[src/rtl/exa_crosb_input_arbiter_vc.sv]
// Per-input VC arbiter upstream of the crossbar output arbiters: builds per-output requests,
// accepts one grant, then streams the chosen queue until its last flit.
// Build option: define EXA_INARB_OUTPUT_RR_EN for round-robin selection among granting outputs.
module exa_crosb_input_arbiter_vc #(
  parameter int prio_num   = 2,
  parameter int vc_num     = 2,
  parameter int output_num = 4,
  parameter int logOutput  = $clog2(output_num),
  parameter int logVcPrio  = $clog2(prio_num * vc_num)
) (
  input  logic                       clk,
  input  logic                       resetn,
  input  logic [prio_num*vc_num-1:0] i_valid,
  input  logic [logOutput-1:0]       i_dest [prio_num*vc_num],
  input  logic [prio_num*vc_num-1:0] i_head_last,
  input  logic                       i_ready,
  input  logic [output_num-1:0]      i_grant,
  input  logic [output_num-1:0]      i_out_cts,
  output logic [prio_num*vc_num-1:0] o_request [output_num],
  output logic [output_num-1:0]      o_cts,
  output logic [output_num-1:0]      o_last,
  output logic [prio_num*vc_num-1:0] o_pop,
  output logic                       o_valid,
  output logic [logVcPrio-1:0]       o_queue_sel,
  output logic [logOutput-1:0]       o_output_sel
);
  localparam int num_q    = prio_num * vc_num;
  localparam int log_prio = (prio_num > 1) ? $clog2(prio_num) : 1;
  localparam int log_vc   = (vc_num > 1) ? $clog2(vc_num) : 1;

  localparam logic [1:0] IDLE = 2'b00;
  localparam logic [1:0] XFER = 2'b01;

  logic [1:0]           state;
  logic [logOutput-1:0] k_sel;
  logic [logVcPrio-1:0] q_sel;
  logic [log_prio-1:0]  p_sel;
  logic [log_vc-1:0]    v_sel;
  logic [log_vc-1:0]    vc_ptr [prio_num];

  logic [num_q-1:0]      req [output_num];
  logic [output_num-1:0] eligible;
  logic                  out_found;
  logic [logOutput-1:0]  out_pick;
  logic [num_q-1:0]      req_pick;
  logic                  q_found;
  logic [log_prio-1:0]   p_pick;
  logic [log_vc-1:0]     v_pick;
  logic [logVcPrio-1:0]  q_pick;
  logic                  xfer;
  logic                  pop;

  assign xfer = (state == XFER);
  assign pop  = xfer & i_valid[q_sel] & i_ready;

  // Requests are masked during reset so every output reads 0 while resetn is low.
  always_comb begin
    for (int k = 0; k < output_num; k++) begin
      req[k] = '0;
      for (int q = 0; q < num_q; q++) begin
        req[k][q] = resetn & (state == IDLE) & i_valid[q] & (int'(i_dest[q]) == k);
      end
    end
  end

  always_comb begin
    for (int k = 0; k < output_num; k++) begin
      o_request[k] = req[k];
      eligible[k]  = i_grant[k] & i_out_cts[k] & (|req[k]);
    end
  end

`ifdef EXA_INARB_OUTPUT_RR_EN
  logic [logOutput-1:0] out_ptr;

  always_comb begin
    out_found = 1'b0;
    out_pick  = '0;
    for (int i = 0; i < output_num; i++) begin
      if (!out_found && eligible[logOutput'((int'(out_ptr) + i) % output_num)]) begin
        out_found = 1'b1;
        out_pick  = logOutput'((int'(out_ptr) + i) % output_num);
      end
    end
  end
`else
  always_comb begin
    out_found = 1'b0;
    out_pick  = '0;
    for (int i = 0; i < output_num; i++) begin
      if (!out_found && eligible[i]) begin
        out_found = 1'b1;
        out_pick  = logOutput'(i);
      end
    end
  end
`endif

  // Highest priority first; inside a priority, rotate over VCs from that priority's pointer.
  always_comb begin
    q_found  = 1'b0;
    p_pick   = '0;
    v_pick   = '0;
    q_pick   = '0;
    req_pick = req[out_pick];
    for (int p = prio_num - 1; p >= 0; p--) begin
      for (int i = 0; i < vc_num; i++) begin
        if (!q_found &&
            req_pick[logVcPrio'(p * vc_num + (int'(vc_ptr[p]) + i) % vc_num)]) begin
          q_found = 1'b1;
          p_pick  = log_prio'(p);
          v_pick  = log_vc'((int'(vc_ptr[p]) + i) % vc_num);
          q_pick  = logVcPrio'(p * vc_num + (int'(vc_ptr[p]) + i) % vc_num);
        end
      end
    end
  end

  always_ff @(posedge clk) begin
    if (!resetn) begin
      state <= IDLE;
      k_sel <= '0;
      q_sel <= '0;
      p_sel <= '0;
      v_sel <= '0;
      for (int p = 0; p < prio_num; p++) begin
        vc_ptr[p] <= '0;
      end
`ifdef EXA_INARB_OUTPUT_RR_EN
      out_ptr <= '0;
`endif
    end else begin
      case (state)
        IDLE: begin
          if (out_found && q_found) begin
            state <= XFER;
            k_sel <= out_pick;
            q_sel <= q_pick;
            p_sel <= p_pick;
            v_sel <= v_pick;
`ifdef EXA_INARB_OUTPUT_RR_EN
            out_ptr <= logOutput'((int'(out_pick) + 1) % output_num);
`endif
          end
        end
        XFER: begin
          // Only the last flit releases the output; empty heads and back-pressure just wait.
          if (pop && i_head_last[q_sel]) begin
            vc_ptr[p_sel] <= log_vc'((int'(v_sel) + 1) % vc_num);
            state         <= IDLE;
          end
        end
        default: state <= IDLE;
      endcase
    end
  end

  always_comb begin
    o_cts  = '0;
    o_last = '0;
    o_pop  = '0;
    if (xfer) begin
      o_cts[k_sel] = 1'b1;
    end
    if (pop) begin
      o_pop[q_sel] = 1'b1;
      if (i_head_last[q_sel]) begin
        o_last[k_sel] = 1'b1;
      end
    end
  end

  assign o_valid      = xfer & i_valid[q_sel];
  assign o_queue_sel  = xfer ? q_sel : '0;
  assign o_output_sel = xfer ? k_sel : '0;

endmodule

[config.mk]
export PLATFORM = sky130hd
export DESIGN_NAME = exa_crosb_input_arbiter_vc
export DESIGN_NICKNAME = d
export VERILOG_FILES = /design/src/rtl/exa_crosb_input_arbiter_vc.sv
export SDC_FILE = /design/constraint.sdc
export NUM_CORES = 1
export LEC_CHECK = 0
export ABC_AREA = 1
export BUFFER_PORTS_ARGS = -buffer_cell sky130_fd_sc_hd__buf_4
export CAP_MARGIN = 20
export CORE_MARGIN = 5
export CORE_UTILIZATION = 24
export CTS_BUF_LIST = sky130_fd_sc_hd__clkbuf_8
export DETAILED_ROUTE_END_ITERATION = 8
export GPL_ROUTABILITY_DRIVEN = 0
export MAX_ROUTING_LAYER = met4
export PLACE_DENSITY_LB_ADDON = 0.2
export SKIP_LAST_GASP = 1
export SYNTH_ARGS = -nofsm -noshare
export SYNTH_HDL_FRONTEND = slang
export SYNTH_SLANG_ARGS = --single-unit
[constraint.sdc]
create_clock -name clk -period 2.2 [get_ports clk]
set_clock_uncertainty 0.05 [all_clocks]
set_input_delay 0.44 -clock clk [delete_from_list [all_inputs] [get_ports clk]]
set_output_delay 0.44 -clock clk [all_outputs]
set_load 0.02 [all_outputs]
; Word level (Yosys, flattened, before mapping)
; Memories as Yosys holds them, arrays and structs flattened.
; Index checks and enable logic that the tools add are counted.
[word_totals]
out_inout_bits = 33
register_bits = 8
mem_count = 1
mem_bits_rw = 2
latchBits = 0
input_bits = 27
mem_bits_ro = 0
[memory_table]
columns = memory, depth, width, rd, rd_ports_with_merged_regs, wr, line
row1 = vc_ptr, 2, 1, 2, 0, 2, 39  ; logic [log_vc-1:0] vc_ptr [prio_num];
[op_classes]
div = 0
bitwise_logic = 34
order_cmp = 9
n_reduce_logical = 28
n_shift = 0
n_eq_ne = 15
n_addsub = 5
n_mul = 0
muxes = 60
[op_table]
columns = cell, count
row1 = $mux 1, 35
row2 = $and 1x1->1, 31
row3 = $mux 4, 6
row4 = $mux 2, 10
row5 = $eq 2x2->1 const B, 8
row6 = $reduce_or 4->1, 4
row7 = $lt 2x4->1 const B, 3
row8 = $bmux 1 s2, 5
row9 = $eq 2x1->1 const B, 5
row10 = $logic_and 1x1->1, 10
row11 = $logic_not 2->1, 5
row12 = $bmux 4 s2, 1
row13 = $logic_not 1->1, 6
row14 = $lt 2x3->1 const B, 2
row15 = $demux 1 s2, 2
row16 = $ge 2x1->1 const B, 2
row17 = $ne 2x1->1 const B, 2
row18 = $pmux 2 s2, 1
row19 = $reduce_and 2->1, 2
row20 = $add 1x1->1 const B, 3
row21 = $ge 3x3->1 const B, 1
row22 = $lt 1x3->1 const B, 1
row23 = $not 2->3, 1
row24 = $add 2x1->2 const A, 1
row25 = 3 further kinds, 4

; Logic depth before layout (Yosys ltp)
[logic_depth]
ltp_word = 36
depth_mapped = 20

; Worst setup path before layout
; Ideal clock, no wire load.
[synth_timing]
path_kind = register to output
start = reg, netlist name v_sel
end = out o_last[0]
arrival_ns = 2.080
path_stages_with_launch = 10
setup_slack_ns = -0.370
t_required_ns = 1.710
cell_sequence = dfxtp_1 -> clkbuf_1 -> nand2_1 -> inv_1 -> a22oi_1 -> a31oi_1 -> nand2_1 -> nor2_1 -> inv_1 -> nor3_1
[synth_rtl]
columns = element, line
row1 = end: declaration, 21  ; output logic [output_num-1:0] o_last,

; Worst setup path after layout
[layout_timing]
start = reg q_sel[1]
end = out o_last[0]
[layout_between]
elab_chain_len = 5
elab_cells_between_ends = 8
classes_between = mux: 6 / bitwise: 2
[layout_lines]
columns = element, line
row1 = start: declaration, 36  ; logic [logVcPrio-1:0] q_sel;
row2 = start signal: assignment, 138  ; q_sel <= q_pick;
row3 = $bmux 1 s2, 54  ; assign pop = xfer & i_valid[q_sel] & i_ready;
row4 = $mux 1 (not written as such), 54
row5 = $and 1x1->1 (2 in a row), 54
row6 = $mux 4 (*), 165  ; if (pop) begin
; Every way passes the cells marked *; elsewhere a longest branch is shown, timed or not. The select of a mux whose other input is x is not followed.

==> impl_metrics.tcl <==
set metrics [dict create \
    start_util_pct 24.6 \
    worstPathMaxFanout 5 \
    status "completed" \
    synth_seq_area_share_pct 13.2 \
    reg2reg_from "state[0]$_SDFFE_PN0P_" \
    ir_drop_mv 0.146 \
    cap_violations 0 \
    synth_nets 225 \
    portBuffers 59 \
    hpwl_um 3300 \
    synth_edf_count 0 \
    r2r-end "q_sel[1]$_SDFFE_PN0P_" \
    clkTransAtPathRegs_ns 0.04 \
    cts_root_buffer "clkbuf_8" \
    antenna_found_initial 0 \
    tightestPinTransition_ns 0.349 \
    end_kind "output port" \
    ios 60 \
    fin_nets 312 \
    synth.most_common_cell "nand2_1" \
    syn_inst 198 \
    pre_cts_ws_ns -0.0540 \
    cts_buffer_depth 2 \
    ant_nets 0 \
    areaGrowthSynthToFinish_pct 83.5 \
    required_ns 1.71 \
    grt_usage_pct 13.0 \
    cts_htree_levels 1 \
    place_area_mm2 0.00180 \
    power_density_mw_per_mm2 332 \
    relSlewSlack_pct 76.7 \
    die_h_um 76.6 \
    syn-cell-area_mm2 0.00106 \
    drt_pass1_iterations 4 \
    fin_util_pct 45.2 \
    grt_pass1_wl_um 6330 \
    ff2ff_setup_slack_ns 0.18 \
    synth.avg_cell_area_um2 5.38 \
    drive_gt1_share_pct 48.2 \
    holdPathEnd "vc_ptr[1]$_DFF_P_" \
    hp-class "register to register" \
    die_w_um 76.6 \
    finalInstanceArea_mm2 0.00195 \
    cts_tree "built" \
    via_count 1501 \
    numCtsBuffers 3 \
    rows 24 \
    drt_wl_total_um 3790 \
    rsz0062_at_grt "true" \
    fmax_mhz 469 \
    post-route-drc-count 0 \
    setup_viol 0 \
    viasPerCell 4.47 \
    slew_violations 0 \
    synth_area_leader_cell "nand2_1" \
    yosys_warnings 0 \
    clk_latency_ns 0.23 \
    synth_ff_type "dfxtp_1" \
    critPathKind "register to output port" \
    grt_pass1_vias 1452 \
    min_path_cells 2 \
    async_reset_ff_share_pct 0 \
    core_mm2 0.00432 \
    ys_ff_latch 7 \
    fin_ws_ns 0.0655 \
    drt_iter0_drc 55 \
    antenna_cells 0 \
    wl_per_cell_um 11.3 \
    synth_area_leaders "nand2_1 20%, inv_1 13%, dfxtp_1 13%" \
    grt_start_max_net_pins 10 \
    synthTopCellsByCount "57 x nand2_1, 38 x inv_1, 26 x nand3_1" \
    power_leakage_nw 1.09 \
    reg2reg_depth 17 \
    yosysTopAreaCellShare_pct 20.1 \
    fin_crit_sh_pct 97.0 \
    timing.critical_path.arrival_ns 1.64 \
    hold_buffers 0 \
    timing.final.crit_period_ns 2.13 \
    dieArea_mm2 0.00587 \
    synth.distinct_cells 24 \
    n_fill_cell 480 \
    start_kind "register" \
    worstHoldStart "vc_ptr[1]$_DFF_P_" \
    hold_viol_final 0 \
    clock-sinks 7 \
    gr-total-overflow 0 \
]
==> state kept, by name (all words and copies together) (netlist names) <==
signal,count
k_sel,2
state,1
v_sel,1
vc_ptr,2
q_sel,1
==> cell type report <==
type	count	area, µm²	share of cell area (%)
clock inverter	1	3.75	0.192
multi-input combinational	146	881	45.1
clock buffer	3	41.3	2.11
sequential	7	148	7.55
tap	52	65.1	3.33
inverter	42	163	8.32
timing repair buffer	85	653	33.4
==> cells in the final DEF (no fill, tap or decap), drive strengths merged <==
cell	synthesis	layout
nand3b	1	1
a22oi	1	1
buf	2	85
clkbuf	1	3
a21oi	3	3
dfxtp	7	7
o21ai	2	2
nor2	28	28
nand2	61	61
inv	42	43
nor3	13	13
a221oi	1	1
a31oi	1	1
a211oi	1	1
o211ai	3	3
nand3	31	31
==> stage by stage <==
| stage | TNS (ns) | total power, mW | hold slack, ns | cells |
|---|---|---|---|---|
| CTS | 0 | 0.639 | 0.478 | 336 |
| global placement | -0.108 | 0.454 | 0.454 | 331 |
| finish | 0 | 0.649 | 0.466 | 336 |
| floorplan | 0 | 0.319 | 0.423 | 198 |
| detailed placement | -0.105 | 0.453 | 0.476 | 331 |
| global route | -0.162 | 0.701 | 0.513 | 336 |
==> cells by family (layout without fill, tap and decap cells) <==
family	count (synthesis)	count (layout)	share of synthesized area, %
AO/OA/AOI/OAI	12	12	7.29
buffers and inverters	45	131	16.9
AND/OR/NAND/NOR	134	134	62.6
flip-flops	7	7	13.2
==> repair_timing <==
| action | CTS | global route |
|---|---|---|
| pin swaps | 0 | 4 |
| endpoints found under the setup margin | 4 | 7 |
| setup buffers | 1 | 0 |
| gates resized for setup | 5 | 24 |
==> power breakdown <==
| group | leakage, nW | internal (mW) | switching [mW] |
|---|---|---|---|
| Combinational | 1.01 | 0.137 | 0.182 |
| Sequential | 0.0585 | 0.138 | 0.0170 |
| Clock | 0.0269 | 0.120 | 0.0546 |
| Total | 1.09 | 0.395 | 0.254 |
==> layer usage <==
layer  up-vias  part of all wire (%)  GRT usage, %
met1       659                    49          17.4
met4         0                  0.58          2.62
met5         -                     0             -
met2        43                    46          20.5
li1        797                     -             -
met3         2                   4.8          2.36
==> worst max-delay path by stage <==
stage	start	endpoint	slack [ns]	cells past startpoint
global placement	resetn	q_sel[1]$_SDFFE_PN0P_	-0.06	18
global route	q_sel[1]$_SDFFE_PN0P_	o_last[0]	-0.05	8
CTS	q_sel[1]$_SDFFE_PN0P_	o_last[0]	0.008	9
floorplan	resetn	v_sel$_SDFFE_PN0P_	0.03	18
detailed placement	resetn	q_sel[1]$_SDFFE_PN0P_	-0.05	18
finish	q_sel[1]$_SDFFE_PN0P_	o_last[0]	0.07	8
==> critical path, cell delays in order, from the launching register on <==
cell and delay, ns:
dfxtp_4 0.35, inv_1 0.10, nand3_1 0.13, a31oi_4 0.21, nand2_2 0.10, nor2_4 0.14
inv_4 0.08, nor3_4 0.16, buf_6 0.13
Note: power is estimated with default switching activity, not from simulation.
